$ cat config.mk
export PLATFORM = sky130hd
export DESIGN_NAME = id_ex_stage
export DESIGN_NICKNAME = d
export VERILOG_FILES = /design/src/rtl/riscv_pkg.sv /design/src/rtl/forward_unit.sv /design/src/rtl/id_ex_stage.sv
export SDC_FILE = /design/constraint.sdc
export NUM_CORES = 1
export LEC_CHECK = 0
export BUFFER_PORTS_ARGS = -buffer_cell sky130_fd_sc_hd__buf_2
export CAP_MARGIN = 10
export CORE_ASPECT_RATIO = 1.4
export CORE_MARGIN = 4
export CORE_UTILIZATION = 45
export CTS_CLUSTER_DIAMETER = 100
export DETAILED_ROUTE_END_ITERATION = 10
export PLACE_DENSITY = 0.82
export SYNTH_ARGS = -nofsm -noshare
export SYNTH_HDL_FRONTEND = slang
export SYNTH_HIERARCHICAL = 1
export SYNTH_SLANG_ARGS = --single-unit
export TNS_END_PERCENT = 10
$ cat constraint.sdc
create_clock -name clk -period 2.4 [get_ports clk]
set_input_delay 0.6 -clock clk [delete_from_list [all_inputs] [get_ports clk]]
set_output_delay 0.6 -clock clk [all_outputs]
set_load 0.05 [all_outputs]
$ cat src/rtl/riscv_pkg.sv
// Shared types and constants for the reduced RISC-V core pipeline.
package riscv_pkg;

    localparam int RA_W = 5;

    typedef enum logic [2:0] {
        ALU_ADD = 3'b000,
        ALU_SUB = 3'b001,
        ALU_AND = 3'b010,
        ALU_OR  = 3'b011
    } aluctrl_e;

    typedef enum logic [1:0] {
        FWD_REG,
        FWD_EXMEM,
        FWD_MEMWB
    } fwd_sel_e;

    // aluctrl stays a raw 3-bit field so reserved codes travel through untouched
    typedef struct packed {
        logic       alusrc;
        logic [2:0] aluctrl;
        logic       regwrite;
        logic       memread;
        logic       memwrite;
        logic       branch;
    } id_ex_ctrl_t;

endpackage

$ cat src/rtl/forward_unit.sv
// Operand forwarding mux: picks the newest in-flight value for one source register.
module forward_unit #(
    parameter int D_WIDTH = 32,
    parameter int RA_W    = riscv_pkg::RA_W
) (
    input  logic [RA_W-1:0]    rs,
    input  logic [D_WIDTH-1:0] rdata,
    input  logic               exmem_regwrite,
    input  logic [RA_W-1:0]    exmem_rd,
    input  logic [D_WIDTH-1:0] exmem_result,
    input  logic               memwb_regwrite,
    input  logic [RA_W-1:0]    memwb_rd,
    input  logic [D_WIDTH-1:0] memwb_result,
    output logic [D_WIDTH-1:0] value,
    output riscv_pkg::fwd_sel_e sel
);

    // EX/MEM is younger than MEM/WB, so it is checked first; x0 is never forwarded
    always_comb begin
        sel   = riscv_pkg::FWD_REG;
        value = rdata;
        if (exmem_regwrite && (exmem_rd != '0) && (exmem_rd == rs)) begin
            sel   = riscv_pkg::FWD_EXMEM;
            value = exmem_result;
        end else if (memwb_regwrite && (memwb_rd != '0) && (memwb_rd == rs)) begin
            sel   = riscv_pkg::FWD_MEMWB;
            value = memwb_result;
        end
    end

endmodule

$ cat src/rtl/id_ex_stage.sv
// ID/EX pipeline register with valid/ready handshake, operand forwarding,
// load-use bubble insertion and branch flush.
module id_ex_stage #(
    parameter int D_WIDTH = 32,
    parameter int RA_W    = riscv_pkg::RA_W
) (
    input  logic               clk,
    input  logic               rst,
    input  logic               in_valid,
    output logic               in_ready,
    input  logic [D_WIDTH-1:0] in_pc,
    input  logic [D_WIDTH-1:0] in_rdata1,
    input  logic [D_WIDTH-1:0] in_rdata2,
    input  logic [D_WIDTH-1:0] in_imm,
    input  logic [RA_W-1:0]    in_rs1,
    input  logic [RA_W-1:0]    in_rs2,
    input  logic [RA_W-1:0]    in_rd,
    input  logic               in_alusrc,
    input  logic [2:0]         in_aluctrl,
    input  logic               in_regwrite,
    input  logic               in_memread,
    input  logic               in_memwrite,
    input  logic               in_branch,
    input  logic               flush,
    input  logic               exmem_regwrite,
    input  logic [RA_W-1:0]    exmem_rd,
    input  logic [D_WIDTH-1:0] exmem_result,
    input  logic               memwb_regwrite,
    input  logic [RA_W-1:0]    memwb_rd,
    input  logic [D_WIDTH-1:0] memwb_result,
    output logic               out_valid,
    input  logic               out_ready,
    output logic               alusrc,
    output logic [2:0]         aluctrl,
    output logic [D_WIDTH-1:0] aluop1,
    output logic [D_WIDTH-1:0] immop,
    output logic [D_WIDTH-1:0] regop2,
    output logic [D_WIDTH-1:0] out_pc,
    output logic [RA_W-1:0]    out_rd,
    output logic               out_regwrite,
    output logic               out_memread,
    output logic               out_memwrite,
    output logic               out_branch
);

    riscv_pkg::id_ex_ctrl_t ctrl_q;
    logic [D_WIDTH-1:0]     pc_q, rdata1_q, rdata2_q, imm_q;
    logic [RA_W-1:0]        rs1_q, rs2_q, rd_q;
    logic                   lu;
    logic                   accept;

    // A held load whose destination feeds the incoming instruction must drain first
    assign lu = out_valid & ctrl_q.memread & (rd_q != '0) & in_valid
              & ((in_rs1 == rd_q) | (in_rs2 == rd_q));
    assign in_ready = (~out_valid | out_ready) & ~lu;
    assign accept   = in_valid & in_ready;

    always_ff @(posedge clk) begin
        if (rst) begin
            out_valid <= 1'b0;
            ctrl_q    <= '0;
            pc_q      <= '0;
            rdata1_q  <= '0;
            rdata2_q  <= '0;
            imm_q     <= '0;
            rs1_q     <= '0;
            rs2_q     <= '0;
            rd_q      <= '0;
        end else if (flush) begin
            out_valid <= 1'b0;
        end else if (accept) begin
            out_valid <= 1'b1;
            ctrl_q    <= '{alusrc:   in_alusrc,
                           aluctrl:  in_aluctrl,
                           regwrite: in_regwrite,
                           memread:  in_memread,
                           memwrite: in_memwrite,
                           branch:   in_branch};
            pc_q      <= in_pc;
            rdata1_q  <= in_rdata1;
            rdata2_q  <= in_rdata2;
            imm_q     <= in_imm;
            rs1_q     <= in_rs1;
            rs2_q     <= in_rs2;
            rd_q      <= in_rd;
        end else if (out_valid & out_ready) begin
            // covers both a normal drain and the load-use bubble
            out_valid <= 1'b0;
        end
    end

    forward_unit #(.D_WIDTH(D_WIDTH), .RA_W(RA_W)) u_fwd1 (
        .rs             (rs1_q),
        .rdata          (rdata1_q),
        .exmem_regwrite (exmem_regwrite),
        .exmem_rd       (exmem_rd),
        .exmem_result   (exmem_result),
        .memwb_regwrite (memwb_regwrite),
        .memwb_rd       (memwb_rd),
        .memwb_result   (memwb_result),
        .value          (aluop1),
        .sel            ()
    );

    forward_unit #(.D_WIDTH(D_WIDTH), .RA_W(RA_W)) u_fwd2 (
        .rs             (rs2_q),
        .rdata          (rdata2_q),
        .exmem_regwrite (exmem_regwrite),
        .exmem_rd       (exmem_rd),
        .exmem_result   (exmem_result),
        .memwb_regwrite (memwb_regwrite),
        .memwb_rd       (memwb_rd),
        .memwb_result   (memwb_result),
        .value          (regop2),
        .sel            ()
    );

    assign immop        = imm_q;
    assign alusrc       = ctrl_q.alusrc;
    assign aluctrl      = ctrl_q.aluctrl;
    assign out_pc       = pc_q;
    assign out_rd       = rd_q;
    assign out_regwrite = out_valid & ctrl_q.regwrite;
    assign out_memread  = out_valid & ctrl_q.memread;
    assign out_memwrite = out_valid & ctrl_q.memwrite;
    assign out_branch   = out_valid & ctrl_q.branch;

endmodule

==> impl_metrics.tcl <==
set metrics [dict create \
    area_delta_synth_final_pct 53.6 \
    drt-initial-drc-count 643 \
    period_needed_ns 3.02 \
    clock_sinks 152 \
    firstDrtPassIters 7 \
    layout-drive-gt1-share_pct 50.7 \
    slowest_delay_ns 0.54 \
    fp-row-count 64 \
    rr_worst_depth 5 \
    numCtsBuffers 17 \
    syn-num-nets 1283 \
    ioPinCount 375 \
    rsz0062_at_grt "yes" \
    layout_setup_ws_ns -0.619 \
    fin_nets 1686 \
    cts.htree.levels 4 \
    crit_buf_inv 4 \
    internal_power_uw 5210 \
    worstReg2RegEnd "out_pc[16]$_SDFFE_PP0P_" \
    syn-cell-area_mm2 0.00994 \
    endpoint_kind "primary output" \
    endpoint "aluop1[17]" \
    initial_core_util_pct 45.6 \
    root_buffer "clkbuf_16" \
    utilization_pct 70.1 \
    hold_violations 0 \
    fill_cells 1545 \
    grt_usage_pct 28.0 \
    start_kind "register" \
    period_share_pct 126 \
    leakage_uw 0.00602 \
    cp_top_family "buffers and inverters" \
    grt_max_degree 90 \
    wl_per_cell_um 21.1 \
    grt.overflow.total 0 \
    rr_startpoint "out_rd[0]$_SDFFE_PP0P_" \
    drc 0 \
    syn_avg_cell_area_um2 9.46 \
    use_met2_pct 50.5 \
    clkSlewWorstSetupHoldPaths_ns 0.06 \
    cp.required_ns 1.80 \
    cp_common_cell "buf_12" \
    cp.depth 8 \
    crit_type "register to primary output" \
    seq_power_share_pct 34.8 \
    route.antenna.remaining_nets 0 \
    fp.coreArea_mm2 0.0218 \
    syn_inst 1051 \
    setup_viol 65 \
    power.switching_uw 2670 \
    p_comb_share_pct 32.4 \
    portBuffers 374 \
    status "complete, but fails checks" \
    drv_cap 0 \
    antenna_found_initial 9 \
    r2r_setup_slack_ns 0.18 \
    setup_tns_ns -35.27 \
    cpMaxStageDelayCell "or4_4" \
    hp-class "input port to register" \
    hpwl_um 24900 \
    grt_util_met1_pct 30.2 \
    hold_path_startpoint "flush" \
    hold_buffers 0 \
    grt_busiest_layer "met2" \
    critPathLaunch "rs1_q[0]$_SDFFE_PP0P_" \
    max-vdd-ir-drop_uv 582 \
    path_cells "or4_4 -> a21oi_4 -> buf_12 -> buf_8 -> o31ai_1 -> buf_4 -> a31oi_4 -> buf_12" \
    clkPwrFrac_pct 32.7 \
    yosys_warnings 6 \
    via_per_inst 5.70 \
    worstPathMaxFanout 8 \
    clk_path_buf_depth 2 \
    netSwitchingFraction_pct 33.9 \
    clock-skew-final_ns 0.00937 \
    fin_total_pwr_uw 7880 \
    power_density_mw_per_mm2 517 \
    critical_path_arrival_ns 2.42 \
    timing.fmax_ghz 0.331 \
    max_slew.worst_pin.slew_ns 0.561 \
    drv_slew 0 \
    die-area_mm2 0.0246 \
    gp_congestion 0.855 \
    grtUsageMet3_pct 6.96 \
    die_h_um 184 \
    num_vias 10100 \
    die_w_um 134 \
    cts_tree "built" \
    grt_pass1_wl_um 54700 \
    max-slew-margin-rel_pct 62.3 \
    violations "setup timing" \
    grt_pass1_vias 10100 \
    fin_cells 1767 \
    dp.cells 1712 \
    clock_latency_ns 0.43 \
    wirelength_um 37300 \
]
==> power groups by stage <==
stage	clock network [uW]	registers [uW]	logic, uW
after global routing	2750	2760	2670
final	2580	2750	2560
after floorplan	0	2990	1290
after global placement	0	2780	2130
after detailed placement	0	2790	2170
after CTS	2630	2740	2410
==> sequential cells by signal (all words and copies together), names as in the netlist <==
name       count
rdata1_q      32
rs1_q          5
alusrc         1
immop         32
out_valid      1
out_rd         5
aluctrl        3
rdata2_q      32
out_pc        32
rs2_q          5
ctrl_q         4
==> repair_timing <==
item	in CTS	in global routing
pin swaps	30	22
cloned	4	6
endpoints found under the setup margin	65	65
buffers inserted	7	8
resized for setup	178	46
==> cell usage in the layout (no fill, tap or decap), drive strengths merged, types with 3 or more instances in the layout <==
cell / count
a21oi: 4
a31oi: 64
and2: 8
buf: 499
clkbuf: 24
clkinv: 7
clkinvlp: 4
dfxtp: 152
diode: 3
mux2i: 151
nand2: 4
nand2b: 303
nand3: 4
nor2: 6
nor4: 64
o31ai: 64
or4: 5
or4b: 64
xnor2: 16
xor2: 10
==> metal layers <==
layer | wire length (um) | up-vias
met1 | 13200 | 4743
met5 | 74 | -
met4 | 2020 | 10
met3 | 2980 | 145
met2 | 19000 | 567
li1 | - | 4609
==> cell type report <==
class	instances	area (um2)	share of cell area (%)
antenna	3	7.51	0.0492
clock inverter	12	103	0.672
sequential	152	3060	20.0
inverter	1	3.75	0.0246
tap	297	372	2.43
timing repair buffer	505	3810	25.0
clock buffer	20	457	2.99
multi-input combinational	777	7450	48.8
==> through the flow <==
step	setup WS [ns]	cell area [um2]	hold WS [ns]
floorplan	-0.199	11000	0.444
global placement	-0.546	13500	0.454
detailed placement	-0.519	13500	0.457
CTS	-0.654	14900	0.359
global route	-0.693	15300	0.369
finish	-0.619	15300	0.371
==> worst min-delay path by stage <==
stage,to,slack (ns),cells after the start
after floorplan,ctrl_q[0]$_SDFFE_PP0P_,0.44,2
after global placement,ctrl_q[2]$_SDFFE_PP0P_,0.45,2
after detailed placement,immop[8]$_SDFFE_PP0P_,0.46,2
after CTS,out_valid$_SDFFE_PP0P_,0.36,2
after global routing,out_valid$_SDFFE_PP0P_,0.37,2
final,out_valid$_SDFFE_PP0P_,0.37,2
Note: power is estimated with default switching activity, not from simulation.
